**config.mk**
```make
export PLATFORM = sky130hd
export DESIGN_NAME = wbm_seq
export DESIGN_NICKNAME = d
export VERILOG_FILES = /design/src/rtl/wbm_seq_pkg.sv /design/src/rtl/wbm_seq_chk.sv /design/src/rtl/wbm_seq.sv
export SDC_FILE = /design/constraint.sdc
export NUM_CORES = 1
export LEC_CHECK = 0
export CAP_MARGIN = 20
export CORE_MARGIN = 10
export CORE_UTILIZATION = 45
export DETAILED_ROUTE_END_ITERATION = 12
export PLACE_DENSITY = 0.84
export SETUP_SLACK_MARGIN = 0.1
export SLEW_MARGIN = 10
export SYNTH_ARGS = -nofsm -noshare
export SYNTH_HDL_FRONTEND = slang
export SYNTH_SLANG_ARGS = --single-unit
```
**constraint.sdc**
```tcl
create_clock -name wb_clk_i -period 4.05 [get_ports wb_clk_i]
set_input_delay 0.405 -clock wb_clk_i [delete_from_list [all_inputs] [get_ports wb_clk_i]]
set_output_delay 0.405 -clock wb_clk_i [all_outputs]
set_load 0.02 [all_outputs]
```
**src/rtl/wbm_seq_pkg.sv**
```systemverilog
// Shared constants and helpers for the wishbone classic test-sequence initiator.
// State codes are plain constants so the FSM encoding is fixed across tools.
package wbm_seq_pkg;

    typedef logic [1:0] state_t;

    localparam state_t ST_IDLE = 2'd0;
    localparam state_t ST_REQ  = 2'd1;
    localparam state_t ST_GAP  = 2'd2;
    localparam state_t ST_DONE = 2'd3;

    localparam logic [31:0] ADDR_STEP   = 32'd4;
    localparam logic [3:0]  SEL_ALL     = 4'hF;
    localparam int          TIMEOUT_DEF = 64;

    // Beat address wraps naturally at 32 bits.
    function automatic logic [31:0] beat_addr(input logic [31:0] base, input logic [31:0] idx);
        return base + idx * ADDR_STEP;
    endfunction

endpackage

```
**src/rtl/wbm_seq_chk.sv**
```systemverilog
// Pattern generator and read-data checker with a saturating mismatch counter.
// The counter clears when a new command is accepted.
module wbm_seq_chk #(
    parameter int LEN_W = 8,
    parameter int ERR_W = 16
) (
    input  logic             clk_i,
    input  logic             rst_i,
    input  logic             clr_i,
    input  logic             ack_en_i,
    input  logic [31:0]      seed_i,
    input  logic [LEN_W-1:0] idx_i,
    input  logic [31:0]      rdata_i,
    output logic [31:0]      pattern_o,
    output logic [ERR_W-1:0] err_cnt_o
);

    logic [ERR_W-1:0] err_q, err_d;
    logic             mismatch;

    assign pattern_o = seed_i + 32'(idx_i);
    assign mismatch  = (rdata_i != pattern_o);

    always_comb begin
        err_d = err_q;
        if (clr_i) begin
            err_d = '0;
        end else if (ack_en_i && mismatch && (err_q != {ERR_W{1'b1}})) begin
            err_d = err_q + ERR_W'(1);
        end
    end

    always_ff @(posedge clk_i or posedge rst_i) begin
        if (rst_i) begin
            err_q <= '0;
        end else begin
            err_q <= err_d;
        end
    end

    assign err_cnt_o = err_q;

endmodule

```
**src/rtl/wbm_seq.sv**
```systemverilog
// Wishbone classic initiator: issues one single-beat cycle per word of a command.
// Optional per-beat ack timeout is compiled in with WBM_TIMEOUT_EN.
module wbm_seq
    import wbm_seq_pkg::*;
#(
    parameter int LEN_W   = 8,
    parameter int TIMEOUT = TIMEOUT_DEF,
    parameter int ERR_W   = 16
) (
    input  logic             wb_clk_i,
    input  logic             wb_rst_i,
    input  logic             cmd_valid_i,
    output logic             cmd_ready_o,
    input  logic             cmd_we_i,
    input  logic [31:0]      cmd_addr_i,
    input  logic [LEN_W-1:0] cmd_len_i,
    input  logic [31:0]      cmd_seed_i,
    output logic             wbm_cyc_o,
    output logic             wbm_stb_o,
    output logic             wbm_we_o,
    output logic [3:0]       wbm_sel_o,
    output logic [31:0]      wbm_adr_o,
    output logic [31:0]      wbm_dat_o,
    input  logic [31:0]      wbm_dat_i,
    input  logic             wbm_ack_i,
    output logic             busy_o,
    output logic             done_o,
    output logic [ERR_W-1:0] err_cnt_o,
    output logic [31:0]      last_rdata_o,
    output logic             timeout_o
);

    state_t           state_q, state_d;
    logic [LEN_W-1:0] idx_q, idx_d;
    logic [LEN_W-1:0] len_q;
    logic [31:0]      base_q;
    logic [31:0]      seed_q;
    logic             we_q;
    logic [31:0]      last_rdata_q;
    logic [31:0]      pattern;

    logic in_req;
    logic accept;
    logic beat_ack;
    logic last_beat;
    logic to_hit;

    assign in_req    = (state_q == ST_REQ);
    assign accept    = cmd_valid_i && (state_q == ST_IDLE);
    assign beat_ack  = in_req && wbm_ack_i;
    assign last_beat = (idx_q == (len_q - LEN_W'(1)));

`ifdef WBM_TIMEOUT_EN
    localparam int TO_W = $clog2(TIMEOUT + 1);

    logic [TO_W-1:0] to_cnt_q, to_cnt_d;
    logic            to_flag_q, to_flag_d;

    // Counter is zero on every entry into REQ since it only advances while waiting.
    assign to_hit = in_req && !wbm_ack_i && (to_cnt_q == TO_W'(TIMEOUT - 1));

    always_comb begin
        to_cnt_d  = (in_req && !wbm_ack_i) ? (to_cnt_q + TO_W'(1)) : '0;
        to_flag_d = to_flag_q;
        if (accept) begin
            to_flag_d = 1'b0;
        end else if (to_hit) begin
            to_flag_d = 1'b1;
        end
    end

    always_ff @(posedge wb_clk_i or posedge wb_rst_i) begin
        if (wb_rst_i) begin
            to_cnt_q  <= '0;
            to_flag_q <= 1'b0;
        end else begin
            to_cnt_q  <= to_cnt_d;
            to_flag_q <= to_flag_d;
        end
    end

    assign timeout_o = to_flag_q;
`else
    assign to_hit    = 1'b0;
    assign timeout_o = 1'b0;
`endif

    always_comb begin
        state_d = state_q;
        idx_d   = idx_q;
        case (state_q)
            ST_IDLE: begin
                if (accept) begin
                    idx_d   = '0;
                    state_d = (cmd_len_i == '0) ? ST_DONE : ST_REQ;
                end
            end
            ST_REQ: begin
                if (wbm_ack_i) begin
                    if (last_beat) begin
                        state_d = ST_DONE;
                    end else begin
                        idx_d   = idx_q + LEN_W'(1);
                        state_d = ST_GAP;
                    end
                end else if (to_hit) begin
                    state_d = ST_DONE;
                end
            end
            // The slave only acks once its own ready has dropped, so strobe must go low between beats.
            ST_GAP:  state_d = ST_REQ;
            ST_DONE: state_d = ST_IDLE;
            default: state_d = ST_IDLE;
        endcase
    end

    always_ff @(posedge wb_clk_i or posedge wb_rst_i) begin
        if (wb_rst_i) begin
            state_q      <= ST_IDLE;
            idx_q        <= '0;
            len_q        <= '0;
            base_q       <= '0;
            seed_q       <= '0;
            we_q         <= 1'b0;
            last_rdata_q <= '0;
        end else begin
            state_q <= state_d;
            idx_q   <= idx_d;
            if (accept) begin
                len_q  <= cmd_len_i;
                base_q <= {cmd_addr_i[31:2], 2'b00};
                seed_q <= cmd_seed_i;
                we_q   <= cmd_we_i;
            end
            if (beat_ack && !we_q) begin
                last_rdata_q <= wbm_dat_i;
            end
        end
    end

    wbm_seq_chk #(
        .LEN_W(LEN_W),
        .ERR_W(ERR_W)
    ) u_chk (
        .clk_i     (wb_clk_i),
        .rst_i     (wb_rst_i),
        .clr_i     (accept),
        .ack_en_i  (beat_ack && !we_q),
        .seed_i    (seed_q),
        .idx_i     (idx_q),
        .rdata_i   (wbm_dat_i),
        .pattern_o (pattern),
        .err_cnt_o (err_cnt_o)
    );

    // Bus outputs decode straight from state so an async reset drops them immediately.
    assign wbm_cyc_o    = in_req;
    assign wbm_stb_o    = in_req;
    assign wbm_we_o     = in_req && we_q;
    assign wbm_sel_o    = in_req ? SEL_ALL : 4'h0;
    assign wbm_adr_o    = in_req ? beat_addr(base_q, 32'(idx_q)) : 32'h0;
    assign wbm_dat_o    = (in_req && we_q) ? pattern : 32'h0;

    assign cmd_ready_o  = (state_q == ST_IDLE);
    assign busy_o       = (state_q != ST_IDLE);
    assign done_o       = (state_q == ST_DONE);
    assign last_rdata_o = last_rdata_q;

endmodule
```
==> reports/results.tsv <==
metric	value	unit
status	finished clean	
fin_nets	1398	
grt_pass1_wl	45200	um
ios	232	
cts_hold_buf	0	
synth-edff-count	0	
seq_area_frac_synth	37.9	%
drt_wl_total	29300	um
first_pass_iters	6	
fmax	0.258	GHz
max_stage_delay	490	ps
ir_worst_vdd	342	uV
rsz0062_at_grt	yes	
min-delay-path-class	reg2reg	
numPortBuffers	226	
grt_antenna_before_repair	1	
syn_area_per_cell	8.38	sq um
crit_slowest_cell	or4_4	
critPathRequiredTime	4350	ps
core	18600	sq um
clk_latency	420	ps
syn-cell-area	8530	sq um
fin_crit_sh	95.7	%
grt.overflow.total	0	
setup_tns	0	ps
reg2reg_depth	15	
setup_viol	0	
worst_pin_slew	953	ps
reg2reg_from	seed_q[0]	
cts-root-buf	clkbuf_16	
min_delay_path_depth	2	
grt_pass1_vias	8263	
cts.path.max_buffers	2	
max-slew-margin-rel	36.5	%
crit_chain	ha_2, inv_1, fa_2, nor2b_4, o21a_2, nor2_4, or4_4, a2111oi_4, nand4_1, nor4b_4, buf_4, a21oi_4, buf_12, and3_1, a221o_1	
synthArstFlopShare	100	%
cts_tree	yes	
rows	50	
grt_start_max_net_pins	102	
vias	8371	
hold_viol_final	0	
cp-start-kind	flip-flop	
endpoint_kind	flip-flop	
place_area	11300	sq um
grt_usage	22.9	%
path_delay_family	simple AND/OR/NAND/NOR gates	
synth_cell_type_count	71	
reg2reg_slack	170	ps
synth.most_common_cell	nand2_1	
slew_viol_final	0	
wl_per_cell	19.3	um
detail_route.vias_per_cell	5.52	
worst-setup-path-type	reg2reg	
cts_buffers	17	
synth_common_cells	nand2_1 (254), dfrtp_1 (129), nor2_1 (94)	
critical_path_peak_fanout	6	
synth_top_area_share	37.9	%
die_w	158	um
path_clk_slew	60	ps
critPathBufInv	3	
drc	0	
hp-start	base_q[9]	
start_util	45.7	%
p_per_area	676	nW/um^2
synth-seq-cells	129	
fin_crit	3880	ps
fin_skew	7.13	ps
ys.flop_type	dfrtp_1	
hold_path_end	base_q[9]	
clock_sinks	129	
die_h	158	um
place.gp.congestion	0.947	
ys_warn_count	0	
ant_nets	0	
place_hpwl	22100	um
rr_endpoint	u_chk.err_cnt_o[14]	
p_leak	5.35	nW
die_area	24900	sq um
drive_gt1_share	13.7	%
arrival	4180	ps
synth_top_area_cell	dfrtp_1	
area_delta_synth_final	42.4	%
htree_levels	4	
fin_area	12100	sq um
syn_inst	1018	
drv_cap	0	
synth_area_leaders	dfrtp_1 (38%), nand2_1 (11%), xnor2_1 (5.3%)	
drt-initial-drc-count	618	
## power breakdown
| group | total [W] | internal [W] | switching [W] | leakage [nW] |
|---|---|---|---|---|
| Combinational | 0.00428 | 0.00193 | 0.00235 | 3.46 |
| Clock | 0.00155 | 0.000940 | 0.000609 | 0.275 |
| Sequential | 0.00237 | 0.00182 | 0.000549 | 1.62 |
## repair_timing
action | 4_1_cts | 5_1_grt
gates resized for setup | 28 | 49
cloned | 0 | 2
setup endpoints to repair | 28 | 37
buffers inserted | 2 | 4
pin swaps | 3 | 11
## placed cells by master, fill, tap and decap left out, types with 18 or more instances in the layout
| master | instances |
|---|---|
| o21ai_0 | 30 |
| mux2_2 | 34 |
| buf_4 | 54 |
| a21oi_1 | 20 |
| xor2_1 | 34 |
| nand2_1 | 252 |
| nand3_1 | 29 |
| xnor2_1 | 52 |
| nor2_1 | 91 |
| inv_1 | 25 |
| clkdlybuf4s50_1 | 209 |
| and3_1 | 22 |
| dfrtp_1 | 129 |
| ha_1 | 18 |
| clkbuf_16 | 19 |
| nand4_1 | 22 |
## kinds of logic after synthesis
family          share of synthesized area [%]
mux                                      6.16
fa+ha+maj                                3.26
flops                                    37.9
other cells                            0.0440
xor+xnor                                 9.46
simple gates                             27.6
compound gates                           11.4
buf+inv                                  4.26
## flip-flops by register name (all words and copies together), names as in the netlist
signal / count
seed_q: 32
we_q: 1
base_q: 30
u_chk.err_cnt_o: 16
idx_q: 8
len_q: 8
last_rdata_o: 32
state_q: 2
## per-stage QoR
step | total power (W) | cells | worst slack (ps) | util, % | hold slack [ps]
after floorplan | 0.00483 | 1020 | 204 | - | 443
after global placement | 0.00643 | 1475 | 45.3 | 60.4 | 466
after detailed placement | 0.00656 | 1475 | 39.0 | 60.4 | 476
after CTS | 0.00813 | 1509 | 50.8 | 63.8 | 490
after global routing | 0.00872 | 1516 | 55.9 | 65.1 | 504
final | 0.00820 | 1516 | 174 | 65.1 | 487
## routing by layer
layer / share of wire (%) / vias up / GRT usage [%]
li1: - / 3995 / -
met1: 41 / 4013 / 27.8
met2: 49 / 314 / 38.9
met3: 6.9 / 49 / 5.32
met4: 3.0 / 0 / 8.10
met5: 0 / - / 0
## worst max-delay path by stage
stage | from | end | slack [ps] | cells past startpoint
finish | seed_q[0] | u_chk.err_cnt_o[14] | 170 | 15
global route | idx_q[0] | u_chk.err_cnt_o[4] | 60 | 15
CTS | idx_q[0] | wbm_adr_o[24] | 50 | 15
detailed placement | idx_q[0] | u_chk.err_cnt_o[9] | 40 | 15
global placement | idx_q[7] | u_chk.err_cnt_o[14] | 50 | 14
floorplan | wb_rst_i | base_q[10] | 200 | 1
## worst min-delay path: stages, from the launching register on
cell and delay, ps:
dfrtp_1 340, nand2_1 60, nand2_1 60
## area by class of cell
class | count | area (sq um)
fillers | 1591 | 6500
multi-input cells | 808 | 5140
flip-flops and latches | 129 | 3230
repair buffers | 286 | 2780
clock buffers | 20 | 457
well taps | 234 | 293
clock inverters | 12 | 134
inverters | 26 | 103
diodes | 1 | 2.50
(Power assumes the default switching activity.)
